===== src/rtl/uart_pkg.sv =====
// Shared types and helpers for the uart_rx_ext receiver.
// FSM states, parity/data-bits codes and the 2-of-3 vote.
package uart_pkg;

  typedef enum logic [2:0] {
    S_IDLE,
    S_START,
    S_DATA,
    S_PARITY,
    S_STOP,
    S_BREAK
  } rx_state_t;

  localparam logic [1:0] PAR_NONE  = 2'b00;
  localparam logic [1:0] PAR_ODD   = 2'b01;
  localparam logic [1:0] PAR_EVEN  = 2'b10;
  localparam logic [1:0] PAR_NONE2 = 2'b11;

  localparam logic [1:0] DB_5 = 2'b00;
  localparam logic [1:0] DB_6 = 2'b01;
  localparam logic [1:0] DB_7 = 2'b10;
  localparam logic [1:0] DB_8 = 2'b11;

  typedef struct packed {
    logic [1:0] data_bits;
    logic [1:0] parity;
    logic       stop2;
  } rx_cfg_t;

  function automatic logic maj3(input logic [2:0] s);
    return (s[0] & s[1]) | (s[0] & s[2]) | (s[1] & s[2]);
  endfunction

endpackage


===== src/rtl/uart_rx_fifo.sv =====
// Synchronous receive FIFO for uart_rx_ext.
// Show-ahead read from the flop array; push+pop when full is legal.
module uart_rx_fifo #(
  parameter int WIDTH = 11,
  parameter int DEPTH = 8
) (
  input  logic             clk,
  input  logic             rst,
  input  logic             push,
  input  logic             pop,
  input  logic [WIDTH-1:0] din,
  output logic [WIDTH-1:0] dout,
  output logic             full,
  output logic             empty
);

  localparam int AW = $clog2(DEPTH);

  logic [WIDTH-1:0] mem [DEPTH];
  logic [AW-1:0]    wp;
  logic [AW-1:0]    rp;
  logic [AW:0]      cnt;
  logic             wr;
  logic             rd;

  assign wr = push & (~full | pop);
  assign rd = pop & ~empty;

  always_ff @(posedge clk) begin
    if (wr) mem[wp] <= din;
  end

  always_ff @(posedge clk) begin
    if (rst) begin
      wp  <= '0;
      rp  <= '0;
      cnt <= '0;
    end else begin
      if (wr) wp <= wp + 1'b1;
      if (rd) rp <= rp + 1'b1;
      cnt <= cnt + (AW+1)'(wr) - (AW+1)'(rd);
    end
  end

  assign dout  = mem[rp];
  assign full  = (cnt == (AW+1)'(DEPTH));
  assign empty = (cnt == '0);

endmodule


===== src/rtl/uart_rx_ext.sv =====
// UART receiver: majority-vote sampling, parity, break, overrun.
// Define UART_RX_FIFO_EN to replace the holding register with a FIFO.
module uart_rx_ext #(
  parameter int OVERSAMPLE  = 16,
  parameter int MAX_DATA_WD = 8,
  parameter int FIFO_DEPTH  = 8
) (
  input  logic                   clk,
  input  logic                   rst,
  input  logic                   tick,
  input  logic                   rx,
  input  logic                   rx_en,
  input  logic [1:0]             cfg_data_bits,
  input  logic [1:0]             cfg_parity,
  input  logic                   cfg_stop2,
  output logic [MAX_DATA_WD-1:0] dout,
  output logic                   rx_valid,
  input  logic                   rx_ready,
  output logic                   parity_error,
  output logic                   framing_error,
  output logic                   break_detect,
  output logic                   overrun,
  output logic                   rx_busy
);
  import uart_pkg::*;

  localparam int CW = $clog2(OVERSAMPLE);
  localparam int W  = MAX_DATA_WD + 3;
  localparam logic [CW-1:0] C_S0  = CW'(OVERSAMPLE/2 - 1);
  localparam logic [CW-1:0] C_S1  = CW'(OVERSAMPLE/2);
  localparam logic [CW-1:0] C_S2  = CW'(OVERSAMPLE/2 + 1);
  localparam logic [CW-1:0] C_MAX = CW'(OVERSAMPLE - 1);

  if (OVERSAMPLE < 8 || (OVERSAMPLE % 2) != 0 ||
      (FIFO_DEPTH & (FIFO_DEPTH - 1)) != 0) begin : g_bad_param
    $error("uart_rx_ext: illegal OVERSAMPLE or FIFO_DEPTH");
  end

  rx_state_t state, state_n;
  rx_cfg_t   cfg_q;

  logic                   rx_s1, rxs, rxs_d;
  logic [CW-1:0]          cnt;
  logic [1:0]             smp;
  logic [2:0]             bit_idx;
  logic                   stop_idx;
  logic [MAX_DATA_WD-1:0] sr;
  logic                   par_bit;
  logic                   pe_q, fe_q, brk_q;

  logic       fall, dec, bit_end, bit_v;
  logic       par_en, par_exp, brk_now;
  logic       brk_fin, fe_fin;
  logic [2:0] last_idx;
  logic       start, done;
  logic [W-1:0] word, out_w;
  logic       valid_w, ovr_q;

  assign fall     = rxs_d & ~rxs;
  assign dec      = tick & (cnt == C_S2);
  assign bit_end  = tick & (cnt == C_MAX);
  assign bit_v    = maj3({rxs, smp});
  assign last_idx = {1'b0, cfg_q.data_bits} + 3'd4;
  assign par_en   = (cfg_q.parity == PAR_ODD) |
                    (cfg_q.parity == PAR_EVEN);
  assign par_exp  = (cfg_q.parity == PAR_ODD) ? ~^sr : ^sr;
  assign brk_now  = (sr == '0) & (~par_en | ~par_bit) & ~bit_v;
  assign brk_fin  = cfg_q.stop2 ? brk_q : brk_now;
  assign fe_fin   = fe_q | ~bit_v;
  assign word     = {pe_q, fe_fin, brk_fin, sr};

  always_comb begin
    state_n = state;
    start   = 1'b0;
    done    = 1'b0;
    unique case (state)
      S_IDLE: begin
        if (rx_en && fall) begin
          state_n = S_START;
          start   = 1'b1;
        end
      end
      S_START: begin
        if (dec && bit_v)  state_n = S_IDLE;
        else if (bit_end)  state_n = S_DATA;
      end
      S_DATA: begin
        if (bit_end && bit_idx == last_idx)
          state_n = par_en ? S_PARITY : S_STOP;
      end
      S_PARITY: begin
        if (bit_end) state_n = S_STOP;
      end
      S_STOP: begin
        // frame ends at the vote of the last stop bit, not its end
        if (dec && (stop_idx || !cfg_q.stop2)) begin
          done    = 1'b1;
          state_n = brk_fin ? S_BREAK : S_IDLE;
        end
      end
      S_BREAK: begin
        if (rxs) state_n = S_IDLE;
      end
      default: state_n = S_IDLE;
    endcase
  end

  always_ff @(posedge clk) begin
    if (rst) begin
      rx_s1    <= 1'b1;
      rxs      <= 1'b1;
      rxs_d    <= 1'b1;
      state    <= S_IDLE;
      cfg_q    <= '0;
      cnt      <= '0;
      smp      <= '0;
      bit_idx  <= '0;
      stop_idx <= 1'b0;
      sr       <= '0;
      par_bit  <= 1'b0;
      pe_q     <= 1'b0;
      fe_q     <= 1'b0;
      brk_q    <= 1'b0;
    end else begin
      rx_s1 <= rx;
      rxs   <= rx_s1;
      rxs_d <= rxs;
      state <= state_n;
      if (start)     cnt <= '0;
      else if (tick) cnt <= (cnt == C_MAX) ? '0 : cnt + 1'b1;
      if (tick && cnt == C_S0) smp[1] <= rxs;
      if (tick && cnt == C_S1) smp[0] <= rxs;
      if (start) begin
        cfg_q    <= '{cfg_data_bits, cfg_parity, cfg_stop2};
        bit_idx  <= '0;
        stop_idx <= 1'b0;
        sr       <= '0;
        par_bit  <= 1'b0;
        pe_q     <= 1'b0;
        fe_q     <= 1'b0;
        brk_q    <= 1'b0;
      end
      if (state == S_DATA) begin
        if (dec)     sr[bit_idx] <= bit_v;
        if (bit_end) bit_idx <= bit_idx + 1'b1;
      end
      if (state == S_PARITY && dec) begin
        par_bit <= bit_v;
        pe_q    <= (bit_v != par_exp);
      end
      if (state == S_STOP) begin
        if (dec && !stop_idx) begin
          fe_q  <= ~bit_v;
          brk_q <= brk_now;
        end
        if (bit_end) stop_idx <= 1'b1;
      end
    end
  end

`ifdef UART_RX_FIFO_EN
  logic full, empty, pop;

  assign pop     = ~empty & rx_ready;
  assign valid_w = ~empty;

  uart_rx_fifo #(
    .WIDTH (W),
    .DEPTH (FIFO_DEPTH)
  ) u_fifo (
    .clk   (clk),
    .rst   (rst),
    .push  (done),
    .pop   (pop),
    .din   (word),
    .dout  (out_w),
    .full  (full),
    .empty (empty)
  );

  always_ff @(posedge clk) begin
    if (rst) ovr_q <= 1'b0;
    else     ovr_q <= done & full & ~pop;
  end
`else
  logic [W-1:0] hold;
  logic         hold_v;

  always_ff @(posedge clk) begin
    if (rst) begin
      hold   <= '0;
      hold_v <= 1'b0;
      ovr_q  <= 1'b0;
    end else begin
      ovr_q <= 1'b0;
      if (hold_v && rx_ready) hold_v <= 1'b0;
      if (done) begin
        if (!hold_v || rx_ready) begin
          hold   <= word;
          hold_v <= 1'b1;
        end else begin
          ovr_q <= 1'b1;
        end
      end
    end
  end

  assign out_w   = hold;
  assign valid_w = hold_v;
`endif

  assign parity_error  = out_w[W-1];
  assign framing_error = out_w[W-2];
  assign break_detect  = out_w[W-3];
  assign dout          = out_w[MAX_DATA_WD-1:0];
  assign rx_valid      = valid_w;
  assign overrun       = ovr_q;
  assign rx_busy       = (state != S_IDLE);

endmodule


===== config.mk =====
export PLATFORM = sky130hd
export DESIGN_NAME = uart_rx_ext
export DESIGN_NICKNAME = d
export VERILOG_FILES = /design/src/rtl/uart_pkg.sv /design/src/rtl/uart_rx_fifo.sv /design/src/rtl/uart_rx_ext.sv
export SDC_FILE = /design/constraint.sdc
export NUM_CORES = 1
export LEC_CHECK = 0
export BUFFER_PORTS_ARGS = -buffer_cell sky130_fd_sc_hd__buf_2
export CORE_ASPECT_RATIO = 1.1
export CORE_MARGIN = 1
export CORE_UTILIZATION = 40
export DETAILED_ROUTE_END_ITERATION = 10
export RECOVER_POWER = 50
export SLEW_MARGIN = 10
export SYNTH_ARGS = -nofsm -noshare
export SYNTH_HDL_FRONTEND = slang
export SYNTH_SLANG_ARGS = --single-unit

===== constraint.sdc =====
create_clock -name clk -period 1.7 [get_ports clk]
set_input_delay 0.085 -clock clk [delete_from_list [all_inputs] [get_ports clk]]
set_output_delay 0.085 -clock clk [all_outputs]
set_load 0.05 [all_outputs]

# Yosys cells after proc, flatten, opt, wreduce, memory -nomap -nowiden

Cells that the tools add are included.

Word-level logic and storage cells: 130
Flip-flop bits (word level): 46
Input bits: 11

$add $sub $neg: 3
Multiplexer cells: 43
Reductions and logical operators: 25
Eq/ne operators: 19
$lt $le $gt $ge: 2
Bitwise operators: 18

Operators with widths:

| cell                | count |
|---|---|
| $mux 3              | 12 |
| $mux 8              | 4 |
| $mux 1              | 23 |
| $pmux 3 s6          | 1 |
| $eq 4x4->1 const B  | 3 |
| $logic_and 1x1->1   | 10 |
| $ne 2x2->1 const B  | 5 |
| $and 1x1->1         | 8 |
| $bwmux 8            | 1 |
| $logic_not 8->1     | 1 |
| $reduce_xnor 8->1   | 1 |
| $reduce_xor 8->1    | 1 |
| $eq 3x2->1 const B  | 2 |
| $eq 3x3->1 const B  | 2 |
| $reduce_and 6->1    | 1 |
| $not 1->1           | 5 |
| $or 1x1->1          | 5 |
| $add 4x1->4 const B | 1 |
| $eq 4x3->1 const B  | 1 |
| $lt 3x4->1 const B  | 1 |
| $mux 4              | 1 |
| $reduce_or 2->1     | 2 |
| $add 2x3->3 const B | 1 |
| $add 3x1->3 const B | 1 |
| other kinds (14)    | 17 |

# Logic depth before layout (Yosys ltp)

Word-level depth: 10
Gate-level depth with buffers: 8
Depth with buffers taken out: 7

# Worst setup path before layout

OpenSTA, ideal clock, no wires.

Kind: flip-flop to flip-flop
Start: register state[0]
End: register fe_q
Clock period less this slack: 1,850 ps
Arrival time: 1,722 ps
Path slack: -150 ps
Data required time: 1,572 ps
Stages on the path, launching flop included: 8
Path buffers: 2
Cell sequence: dfxtp_1 > clkbuf_1 > or3_1 > or2_1 > buf_2 > nand2_1 > mux2_2 > nor2_1

Cells in the longest elaborated chain, start to end: 5
Elaborated cells between the ends (all ways): 6
Those cells by class: eq/ne: 1; mux: 4; reduce/logical: 1

RTL lines:

| item                   | RTL line           | text |
|---|---|---|
| from (decl)            | uart_rx_ext.sv:39  | `rx_state_t state, state_n;` |
| from (signal assigned) | uart_rx_ext.sv:128 | `state <= state_n;` |
| $logic_not 3->1        | uart_rx_ext.sv:76  | `unique case (state)` |
| $mux 1                 | uart_rx_ext.sv:76  |  |
| $mux 1                 | uart_rx_ext.sv:133 | `if (start) begin` |
| $mux 1                 | uart_rx_ext.sv:152 | `if (dec && !stop_idx) begin` |
| $mux 1 (*)             | uart_rx_ext.sv:151 | `if (state == S_STOP) begin` |
| to (signal assigned)   | uart_rx_ext.sv:153 | `fe_q <= ~bit_v;` |
| to (decl)              | uart_rx_ext.sv:49  | `logic pe_q, fe_q, brk_q;` |

Every way passes the cells marked *; elsewhere a longest branch is shown, timed or not.
A chain may end at the register's enable or synchronous reset.

# Final worst setup path

Start: register sr[0]
End: register state[0]

Cells in the longest elaborated chain, start to end: 7

RTL lines:

| item                              | RTL line           | text |
|---|---|---|
| from (decl)                       | uart_rx_ext.sv:47  | `logic [MAX_DATA_WD-1:0] sr;` |
| from (signal, indexed assignment) | uart_rx_ext.sv:144 | `if (dec) sr[bit_idx] <= bit_v;` |
| $logic_not 8->1                   | uart_rx_ext.sv:67  | `assign brk_now = (sr == '0) & (~par_en \| ~par_bit) & ~bit_v;` |
| $and 1x1->1 (2 in series)         | uart_rx_ext.sv:67  |  |
| $mux 1                            | uart_rx_ext.sv:68  | `assign brk_fin = cfg_q.stop2 ? brk_q : brk_now;` |
| $mux 3                            | uart_rx_ext.sv:98  | `state_n = brk_fin ? S_BREAK : S_IDLE;` |
| $mux 3                            | uart_rx_ext.sv:96  | `if (dec && (stop_idx \|\| !cfg_q.stop2)) begin` |
| $pmux 3 s6                        | uart_rx_ext.sv:76  |  |

Every way passes these cells. The select of a mux whose other input is x is not followed.

==> run_results.csv <==
group,metric,value,unit
global_routing,grt_antenna_before_repair,0,
floorplanning,num_io_pins,25,
hold_path,hold_path_class,"primary input to flip-flop",
synthesis,synth_nets,282,
synthesis,synthDominantCellAreaShare,0.4073,
detailed_routing,routed-via-count,1929,
pwr,peakVddDrop,0.0004793,V
finish,stdcell_count,383,
timing,timing_hold_violations_final,0,
setup_path,cp_slowest_stage_delay,0.56,ns
finish,drive_gt1_frac,0.3247,
placed_design,port_buffers,24,
detailed_routing,drt_first_iter_violations,57,
synthesis,synth_area_per_cell,8.629,µm²
timing,rsz0062_at_grt,"yes",
synthesis,synth_enable_flop_cells,0,
setup_path,crit_family,"simple AND/OR/NAND/NOR gates",
synthesis,total_of_flip_flops_plus_latches_after_synthesis,46,
pwr,finalPower,2.189,mW
floorplanning,placementRows,28,
synthesis,asyncSetResetFlopFracSynth,0,
setup_path,worst_path_max_delay_cell,"sky130_fd_sc_hd__or4_4",
timing,worst_clock_skew,0.01077,ns
detailed_routing,drt_wl_total,5071,µm
synthesis,yosys_top_cell_by_area,"sky130_fd_sc_hd__dfxtp_1",
placed_design,gpl.final_weighted_congestion,0.8481,
pwr,power.density_cell_area,755.6,nW/µm²
clocking,cts_clk_pin_slew_worst_paths,0.10,ns
global_routing,overflow,0,
clocking,cts.root.buffer_cell,"sky130_fd_sc_hd__clkbuf_8",
synthesis,post_synth_instance_area,2261,µm²
placed_design,preCtsSetupSlack,-0.008215,ns
floorplanning,initial_core_utilization,0.4164,
setup_path,endpoint_kind,"flip-flop",
timing,max_clock_freq,0.5948,GHz
clocking,worstSkewPairLatency,0.31,ns
detailed_routing,drt-pass1-iter-count,3,
finish,insertedDiodeCount,0,
finish,filler_cell_count,498,
clocking,clock_tree_from_tritoncts,"yes",
global_routing,grt_max_degree,30,
timing,final.period_utilization,0.9890,
pwr,p_leak,1.095,nW
clocking,cts.htree.levels,2,
synthesis,synth.distinct_cells,50,
flow_run,cap_violations,0,
finish,flow.area_growth_from_synthesis,28.11,%
status,status,"complete, no violations",
timing,worst_slew_pin_slew,0.5966,ns
timing,minimum_clock_period_after_layout,1.681,ns
synthesis,syn-instance-count,262,
setup_path,crit_path_cell_trace,"inv_2 -> ha_1 -> nand4_1 -> or4_4 -> a21oi_4 -> o21ai_2 -> o21ai_1",
synthesis,synth-main-ff-cell,"sky130_fd_sc_hd__dfxtp_1",
timing,count_of_final_setup_violators,0,
setup_path,critPathLaunchType,"flip-flop",
detailed_routing,detail_route.drc_violations,0,
synthesis,yosys_warnings,0,
clocking,numCtsBuffers,5,
timing,postLayoutSetupSlackWorst,0.01878,ns
setup_path,crit_fanout,2,
setup_path,critPathArrivalTime,1.91,ns
timing,slew_violations,0,
setup_path,critPathKind,"flip-flop to flip-flop",
placed_design,dpl.cell_count,369,
detailed_routing,route.antenna.remaining_nets,0,
synthesis,synth_area_leaders,"sky130_fd_sc_hd__dfxtp_1 (41%), sky130_fd_sc_hd__nor2_1 (6.5%), sky130_fd_sc_hd__mux2i_1 (5.8%), sky130_fd_sc_hd__ha_1 (5.0%), sky130_fd_sc_hd__a211oi_1 (3.3%)",
floorplanning,die_w,73.68,µm
placed_design,place_hpwl,3438,µm
floorplanning,die-area,5957,µm²
global_routing,first_global_vias,1845,
clocking,clock_tree.buffer_depth,2,
finish,design.final.nets,327,
detailed_routing,wl_per_cell,13.24,µm
global_routing,grt_pass1_wl,8300,µm
detailed_routing,vias_per_cell,5.037,
setup_path,crit_required,1.93,ns
clocking,clock-sinks,46,
global_routing,groute.usage.overall,0.1807,
synthesis,yosysSeqAreaShare,0.4073,
floorplanning,core_area,5430,µm²
timing,timing.max_slew.rel_slack,0.6040,
setup_path,timing.critical_path.buf_inv,1,
floorplanning,die_height,80.85,µm
[kinds of logic (layout without fill, tap and decap cells)]
group / Yosys count / after routing / synth area share
flops: 46 / 46 / 0.4073
xor+xnor: 8 / 8 / 0.03099
fa+ha+maj: 10 / 10 / 0.05479
mux: 16 / 16 / 0.07249
simple gates: 101 / 101 / 0.2302
compound gates: 49 / 49 / 0.1450
buf+inv: 32 / 78 / 0.05922
[final cells by class]
| cell class | instances | area [µm²] | share of cell area |
|---|---|---|---|
| flip-flops and latches | 46 | 942.2 | 0.3253 |
| inverters | 16 | 60.06 | 0.02073 |
| repair buffers | 54 | 351.6 | 0.1214 |
| clock inverters | 3 | 18.77 | 0.006479 |
| well taps | 75 | 93.84 | 0.03240 |
| multi-input cells | 184 | 1361 | 0.4700 |
| clock buffers | 5 | 68.82 | 0.02376 |
[cells in the final DEF (no fill, tap or decap), types with 3 or more instances in the layout]
cell type                  instances
sky130_fd_sc_hd__inv_1             7
sky130_fd_sc_hd__a31oi_1           8
sky130_fd_sc_hd__buf_4            24
sky130_fd_sc_hd__buf_6             3
sky130_fd_sc_hd__clkbuf_1         14
sky130_fd_sc_hd__nor2_1           38
sky130_fd_sc_hd__a22oi_1           4
sky130_fd_sc_hd__ha_4              6
sky130_fd_sc_hd__dfxtp_2          11
sky130_fd_sc_hd__mux2i_1          13
sky130_fd_sc_hd__a211oi_1         10
sky130_fd_sc_hd__dfxtp_1          33
sky130_fd_sc_hd__buf_2            11
sky130_fd_sc_hd__or2_2             3
sky130_fd_sc_hd__inv_2             9
sky130_fd_sc_hd__nand2_1          20
sky130_fd_sc_hd__nor2b_1           3
sky130_fd_sc_hd__nor3_1            8
sky130_fd_sc_hd__clkbuf_8          5
sky130_fd_sc_hd__a21oi_1          13
sky130_fd_sc_hd__xnor2_1           6
sky130_fd_sc_hd__ha_1              3
[per-stage QoR]
stage / cell area (µm²) / setup TNS, ns / utilization / hold WS [ns]
after floorplan: 2278 / 0 / - / 0.1888
after global placement: 2604 / 0 / 0.4795 / 0.2670
after detailed placement: 2604 / -0.008215 / 0.4795 / 0.2705
after CTS: 2723 / 0 / 0.5014 / 0.002264
after global routing: 2897 / -0.1825 / 0.5334 / 0.01226
final: 2897 / 0 / 0.5334 / 0.007154
[path summary, 6_finish.rpt]
check             slack (ns)       end          start  cells past startpoint
hold / removal         0.007  cfg_q[1]  cfg_parity[0]                      3
setup reg to reg        0.02  state[0]          sr[0]                      7
setup / recovery        0.02  state[0]          sr[0]                      7
hold reg to reg         0.43       rxs          rx_s1                      1
[sequential cells by signal, summed over array words and instances, names as in the netlist]
name      cells
hold         11
sr            8
cfg_q         5
cnt           4
bit_idx       3
state         3
smp           2
brk_q         1
fe_q          1
overrun       1
par_bit       1
pe_q          1
rx_s1         1
rx_valid      1
rxs           1
rxs_d         1
stop_idx      1
[worst register-to-register path, delay by kind of cell (launching register included)]
kind | cells | cell delay (ns)
AOI/OAI and AO/OA | 3 | 0.38
and+or+nand+nor | 2 | 0.69
buffers and inverters | 1 | 0.06
DFF | 1 | 0.34
adders and majority gates | 1 | 0.13
[repair_timing]
action	in CTS	in global routing
hold buffers	1	0
resized for setup	4	50
buffers inserted	0	5
pin swaps	0	7
setup endpoints to repair	3	28
hold endpoints to repair	1	0
[routing by layer]
layer  track usage  wire [µm]  up-vias
met4       0.07115         68        0
met5             0          0        -
met1        0.2309       2567      895
li1              -          -     1008
met3       0.04094        112        6
met2        0.2936       2322       20
[synth_stat cells (3+ instances only)]
library cell and number:
sky130_fd_sc_hd__a211oi_1 10, sky130_fd_sc_hd__a21oi_1 13, sky130_fd_sc_hd__a22oi_1 4, sky130_fd_sc_hd__a31oi_1 8
sky130_fd_sc_hd__buf_2 8, sky130_fd_sc_hd__clkbuf_1 7, sky130_fd_sc_hd__dfxtp_1 46, sky130_fd_sc_hd__ha_1 9
sky130_fd_sc_hd__inv_1 16, sky130_fd_sc_hd__mux2i_1 13, sky130_fd_sc_hd__nand2_1 20, sky130_fd_sc_hd__nor2_1 39
sky130_fd_sc_hd__nor2b_1 3, sky130_fd_sc_hd__nor3_1 9, sky130_fd_sc_hd__or2_2 3, sky130_fd_sc_hd__xnor2_1 6
[power breakdown]
part           switching, mW  internal [mW]
combinational          0.202          0.153
clock                  0.404          0.290
sequential            0.0384           1.10
total                  0.644           1.54
Power figures use the tool's default switching activity.
